--- config.mk ---
export PLATFORM = sky130hd
export DESIGN_NAME = imm_gen_pipe_flat
export DESIGN_NICKNAME = d
export VERILOG_FILES = /design/src/rtl/imm_gen_pipe_if.sv /design/src/rtl/imm_gen_pipe.sv /design/src/flat_wrapper.sv
export SDC_FILE = /design/constraint.sdc
export NUM_CORES = 1
export LEC_CHECK = 0
export ABC_AREA = 1
export BUFFER_PORTS_ARGS = -buffer_cell sky130_fd_sc_hd__buf_2
export CAP_MARGIN = 20
export CORE_MARGIN = 5
export CORE_UTILIZATION = 40
export DETAILED_ROUTE_END_ITERATION = 10
export MAX_ROUTING_LAYER = met4
export PLACE_DENSITY = 0.61
export SETUP_SLACK_MARGIN = 0.05
export SYNTH_ARGS = -nofsm -noshare
export SYNTH_HDL_FRONTEND = slang
export SYNTH_SLANG_ARGS = --single-unit
--- constraint.sdc ---
create_clock -name CLK -period 4.7 [get_ports CLK]
set_input_delay 1.41 -clock CLK [delete_from_list [all_inputs] [get_ports CLK]]
set_output_delay 1.41 -clock CLK [all_outputs]
set_load 0.02 [all_outputs]
--- src/rtl/imm_gen_pipe_if.sv ---
// Handshake and payload bundle between decode and execute for the immediate generator.
// slave is the generator's view; master is the upstream/downstream view.
interface imm_gen_pipe_if #(
  parameter int unsigned XLEN = 32
);
  logic            InValid;
  logic            InReady;
  logic [3:0]      ImmSrc;
  logic [24:0]     InstrImm;
  logic [XLEN-1:0] PCIn;
  logic            OutValid;
  logic            OutReady;
  logic [XLEN-1:0] ExtImm;
  logic [XLEN-1:0] Target;
  logic            IllegalImm;

  modport master (
    output InValid, ImmSrc, InstrImm, PCIn, OutReady,
    input  InReady, OutValid, ExtImm, Target, IllegalImm
  );

  modport slave (
    input  InValid, ImmSrc, InstrImm, PCIn, OutReady,
    output InReady, OutValid, ExtImm, Target, IllegalImm
  );
endinterface

--- src/rtl/imm_gen_pipe.sv ---
// Registered RISC-V immediate generator with optional PC-relative target adder.
// Main register drives the outputs; a one-entry skid register absorbs back-pressure.
module imm_gen_pipe #(
  parameter int unsigned XLEN      = 32,
  parameter bit          TARGET_EN = 1'b1
) (
  input  logic          CLK,
  input  logic          Reset,
  input  logic          Flush,
  imm_gen_pipe_if.slave bus
);

  if (XLEN != 32 && XLEN != 64) begin : g_bad_xlen
    $error("imm_gen_pipe: XLEN must be 32 or 64");
  end

  typedef enum logic [2:0] {
    FmtR   = 3'b000,
    FmtI   = 3'b001,
    FmtS   = 3'b010,
    FmtB   = 3'b011,
    FmtU   = 3'b100,
    FmtJ   = 3'b101,
    FmtZ   = 3'b110,
    FmtBad = 3'b111
  } fmt_e;

  typedef struct packed {
    logic [XLEN-1:0] imm;
    logic [XLEN-1:0] tgt;
    logic            ill;
  } entry_t;

  fmt_e            fmt;
  logic            sign;
  logic [XLEN-1:0] ext_imm;
  logic            ill;
  entry_t          in_entry;

  entry_t m_q, m_d, k_q, k_d;
  logic   m_valid_q, m_valid_d;
  logic   k_valid_q, k_valid_d;
  logic   in_fire, out_fire;

  // Immediate decode. Field selects are instruction bit numbers minus 7.
  always_comb begin
    fmt     = fmt_e'(bus.ImmSrc[2:0]);
    // Unsigned modifier only affects I and B.
    sign    = bus.InstrImm[24] & ~(bus.ImmSrc[3] & ((fmt == FmtI) || (fmt == FmtB)));
    ext_imm = {XLEN{sign}};
    ill     = 1'b0;
    unique case (fmt)
      FmtR: ext_imm = '0;
      FmtI: ext_imm[11:0] = bus.InstrImm[24:13];
      FmtS: ext_imm[11:0] = {bus.InstrImm[24:18], bus.InstrImm[4:0]};
      FmtB: ext_imm[12:0] = {bus.InstrImm[24], bus.InstrImm[0], bus.InstrImm[23:18],
                             bus.InstrImm[4:1], 1'b0};
      FmtU: ext_imm[31:0] = {bus.InstrImm[24:5], 12'h000};
      FmtJ: ext_imm[20:0] = {bus.InstrImm[24], bus.InstrImm[12:5], bus.InstrImm[13],
                             bus.InstrImm[23:14], 1'b0};
      FmtZ: begin
        ext_imm      = '0;
        ext_imm[4:0] = bus.InstrImm[12:8];
      end
      FmtBad: begin
        ext_imm = '0;
        ill     = 1'b1;
      end
      default: ext_imm = '0;
    endcase

    in_entry.imm = ext_imm;
    in_entry.tgt = TARGET_EN ? (bus.PCIn + ext_imm) : '0;
    in_entry.ill = ill;
  end

  // Skid-buffer control. Flush wins over every transfer.
  always_comb begin
    in_fire   = bus.InValid & ~k_valid_q;
    out_fire  = m_valid_q & bus.OutReady;
    m_d       = m_q;
    k_d       = k_q;
    m_valid_d = m_valid_q;
    k_valid_d = k_valid_q;

    if (Flush) begin
      m_valid_d = 1'b0;
      k_valid_d = 1'b0;
    end else if (k_valid_q) begin
      // InReady is low, so no input can arrive while K drains.
      if (out_fire) begin
        m_d       = k_q;
        m_valid_d = 1'b1;
        k_valid_d = 1'b0;
      end
    end else if (!m_valid_q || out_fire) begin
      m_valid_d = in_fire;
      if (in_fire) begin
        m_d = in_entry;
      end
    end else if (in_fire) begin
      k_d       = in_entry;
      k_valid_d = 1'b1;
    end
  end

  always_ff @(posedge CLK or posedge Reset) begin
    if (Reset) begin
      m_q       <= '0;
      k_q       <= '0;
      m_valid_q <= 1'b0;
      k_valid_q <= 1'b0;
    end else begin
      m_q       <= m_d;
      k_q       <= k_d;
      m_valid_q <= m_valid_d;
      k_valid_q <= k_valid_d;
    end
  end

  assign bus.InReady    = ~k_valid_q;
  assign bus.OutValid   = m_valid_q;
  assign bus.ExtImm     = m_q.imm;
  assign bus.Target     = m_q.tgt;
  assign bus.IllegalImm = m_q.ill;

endmodule
--- src/flat_wrapper.sv ---
// flat-port wrapper written by rule: the top's interface ports become plain ports
module imm_gen_pipe_flat 
#(
  parameter int unsigned XLEN      = 32,
  parameter bit          TARGET_EN = 1'b1
)
  (CLK, Reset, Flush, bus_InValid, bus_ImmSrc, bus_InstrImm, bus_PCIn, bus_OutReady, bus_InReady, bus_OutValid, bus_ExtImm, bus_Target, bus_IllegalImm);
  imm_gen_pipe_if #(.XLEN(XLEN)) bus_i ();
  input  logic CLK;
  input  logic Reset;
  input  logic Flush;
  input wire logic [$bits(bus_i.InValid)-1:0] bus_InValid;
  input wire logic [$bits(bus_i.ImmSrc)-1:0] bus_ImmSrc;
  input wire logic [$bits(bus_i.InstrImm)-1:0] bus_InstrImm;
  input wire logic [$bits(bus_i.PCIn)-1:0] bus_PCIn;
  input wire logic [$bits(bus_i.OutReady)-1:0] bus_OutReady;
  output wire logic [$bits(bus_i.InReady)-1:0] bus_InReady;
  output wire logic [$bits(bus_i.OutValid)-1:0] bus_OutValid;
  output wire logic [$bits(bus_i.ExtImm)-1:0] bus_ExtImm;
  output wire logic [$bits(bus_i.Target)-1:0] bus_Target;
  output wire logic [$bits(bus_i.IllegalImm)-1:0] bus_IllegalImm;
  assign bus_i.InValid = bus_InValid;
  assign bus_i.ImmSrc = bus_ImmSrc;
  assign bus_i.InstrImm = bus_InstrImm;
  assign bus_i.PCIn = bus_PCIn;
  assign bus_i.OutReady = bus_OutReady;
  assign bus_InReady = bus_i.InReady;
  assign bus_OutValid = bus_i.OutValid;
  assign bus_ExtImm = bus_i.ExtImm;
  assign bus_Target = bus_i.Target;
  assign bus_IllegalImm = bus_i.IllegalImm;
  imm_gen_pipe #(.XLEN(XLEN), .TARGET_EN(TARGET_EN)) u_core (.CLK(CLK), .Reset(Reset), .Flush(Flush), .bus(bus_i));
endmodule
==> metrics.cfg <==
[run_status]
status = complete, no violations

[detailed_routing]
viasPerCell = 4.841
drc_errors = 0
drtIter0Drc = 552
via_count = 8061
ant_nets = 0
finalWirelength_um = 26220
wl_per_cell_um = 15.75
drtPass1Iterations = 5

[synthesis]
synth_async_sr_flop_share_pct = 100.0
syn_nets = 1358
synth-edff-count = 0
ys_seq_area_share_pct = 39.22
synth_compound_area_share_pct = 12.89
synth-seq-cells = 132
synth_cell_type_count = 38
synthTopCellsByCount = 499 x nand2_1, 173 x inv_1, 132 x dfrtp_1
synth_xor_area_share_pct = 1.560
yosys.area_share.simple_pct = 30.96
synth_area_sq_um = 8423
yosysMostFrequentCell = nand2_1
synth_flop_cell = dfrtp_1
yosys_warnings = 0
avgSynthCellArea_sq_um = 6.685
synthAdderAreaFrac_pct = 4.843
yosys-top-cells-area = dfrtp_1 39%, nand2_1 22%, inv_1 7.7%
synthMuxAreaShare_pct = 0
yosysTopAreaCellShare_pct = 39.22
synth_cells = 1260
synth_top_family_by_area = simple AND/OR/NAND/NOR gates
synth_top_area_cell = dfrtp_1

[floorplanning]
die_h_um = 155.1
die_x_um = 155.1
num_rows = 53
io_pins = 133
coreArea_sq_um = 20890
die-area_sq_um = 24060
start_util_pct = 40.32

[cts]
cts_buffers = 17
cts-resized-gates = 0
ctsHoldBuffers = 0
clk_pin_slew_ns = 0.06
clock_sinks = 132
post-cts-setup-buffers = 0
clock_latency_ns = 0.43
cts_tree = built
clock_path_buffers = 2
h-tree-depth = 4
cts-root-buf = clkbuf_16

[cells_and_area]
multi_input_area_sq_um = 4233
drive_above_1_share_pct = 15.18
fillers = 2218
final_nets = 1475
final_cells = 1665
antenna_cells = 0
area.growth.synth_to_final_pct = 17.48
seqCellArea_sq_um = 3304

[placed_design]
dp_hpwl_um = 19670
gp_congestion = 0.9150
port_buffers = 132
placed_cells = 1632

[global_routing]
grt_pass1_vias = 7672
grt_start_max_net_pins = 90
antenna_found_initial = 0
grt_pass1_wl_um = 41830
overflow = 0
track_usage_pct = 22.80

[critical_path]
cp_max_fo = 11
crit_arrival_ns = 4.12
cp.required_ns = 5.02
cp-end-kind = flop
path_class = in2reg
startpoint_type = input pin

[power]
ir_drop_uv = 269.6
powerDensity_nw_per_um2 = 420.1
cellLeakagePower_nw = 5.695

[sta]
rsz0062_at_grt = no
min_period_ns = 3.797
fin_worst_skew_ns = 0.009217
layout_worst_path_cycle_share_pct = 80.80
finalHoldViolCount = 0
slew_headroom_pct = 32.05
max_freq_ghz = 0.2633
finalSetupViolCount = 0
maxSlewViolCount = 0
tns_ns = 0
tightest_slew_ns = 1.019

[run]
drv_cap = 0

[hold_path]
hold_path.class = reg2reg

## power breakdown
| part | total [mW] | switching (mW) | internal [mW] |
|---|---|---|---|
| clock | 1.32 | 0.579 | 0.744 |
| sequential | 1.59 | 0.154 | 1.43 |
| combinational | 1.25 | 0.825 | 0.422 |
| total | 4.16 | 1.56 | 2.60 |
## logic make-up (layout without fill, tap and decap cells)
logic type                 Yosys count  in the layout
xor gates and xnor gates            15             15
buffers and inverters              226            356
DFF                                132            132
and+or+nand+nor                    660            660
adders and majority gates           32             32
AOI/OAI and AO/OA                  195            195
## flip-flops by register name, indices dropped and copies added (netlist names)
| register | count |
|---|---|
| u_core.bus.ExtImm | 32 |
| u_core.bus.IllegalImm | 1 |
| u_core.bus.OutValid | 1 |
| u_core.bus.Target | 32 |
| u_core.k_q | 65 |
| u_core.k_valid_q | 1 |
## final cells by class
cell class	count	area share [%]
Multi-Input combinational cell	902	42.77
Clock inverter	14	1.441
Inverter	184	7.043
Clock buffer	18	4.337
Tap cell	275	3.477
Timing Repair Buffer	140	7.536
Sequential cell	132	33.39
## placed cells by master (no fill, tap or decap), types with 2 or more instances in the layout
cell type     n
clkinvlp_4    6
o21ai_0      40
nor3_1        5
nand2_2       5
inv_2         9
o21ai_1      12
dfrtp_1     131
buf_2       132
o21a_1        4
ha_1         31
o211ai_1      6
o21bai_1      2
nand3_1      41
xor2_1        8
inv_8         2
inv_6         6
nor2_1       98
a21oi_1     108
a31oi_1       5
o21ai_2      12
a21o_1        3
xnor2_1       7
nand3_2       2
buf_4         6
buf_12        2
nand2_1     499
nor3_2        3
clkbuf_16    17
nor2_2        2
inv_1       172
## final timing paths
kind                                       startpoint                     to  slack (ns)  cells after the start
worst min register to register  u_core.bus.Target[23]  u_core.bus.Target[23]        0.47                      2
min in group asynchronous                       Reset         u_core.k_q[27]        1.05                      2
worst max register to register       u_core.k_valid_q   u_core.bus.ExtImm[8]        2.06                      8
worst min-delay path            u_core.bus.Target[23]  u_core.bus.Target[23]        0.47                      2
worst max-delay path                    bus_ImmSrc[2]  u_core.bus.Target[27]        0.90                     19
max in group asynchronous                       Reset       u_core.k_valid_q        2.82                      3
## per-layer routing
metal	vias up	routed length [um]	track usage [%]
li1	4151	-	-
met2	213	11820	34.17
met3	27	1220	3.449
met4	0	484	6.434
met1	3670	12700	32.23
met5	-	0	-
## worst max-delay path: stages
cell and delay [ns]:
buf_2 0.11, inv_2 0.11, nand2_1 0.11, nand2_1 0.14
nand3_1 0.50, o21ai_2 0.32, ha_1 0.36, nand2_1 0.09
nand2_1 0.06, nand2_1 0.06, nand2_1 0.06, inv_1 0.08
nand2_1 0.06, a21oi_1 0.29, nand2_1 0.09, nand2_1 0.09
nand3_1 0.06, nand2_1 0.08, nand2_1 0.05
## stage by stage
stage	utilization [%]	cell area (sq um)	hold WS [ns]	worst slack, ns	total power, mW
2_1_floorplan	-	8427	0.4417	1.164	2.440
5_1_grt	47.37	9896	0.4912	0.6099	4.430
3_3_place_gp	44.54	9304	0.4549	0.4980	2.844
6_report	47.37	9896	0.4708	0.9026	4.157
4_1_cts	47.28	9876	0.4770	0.9660	4.199
3_5_place_dp	44.54	9304	0.4598	0.5240	2.859
(Power assumes the default switching activity.)
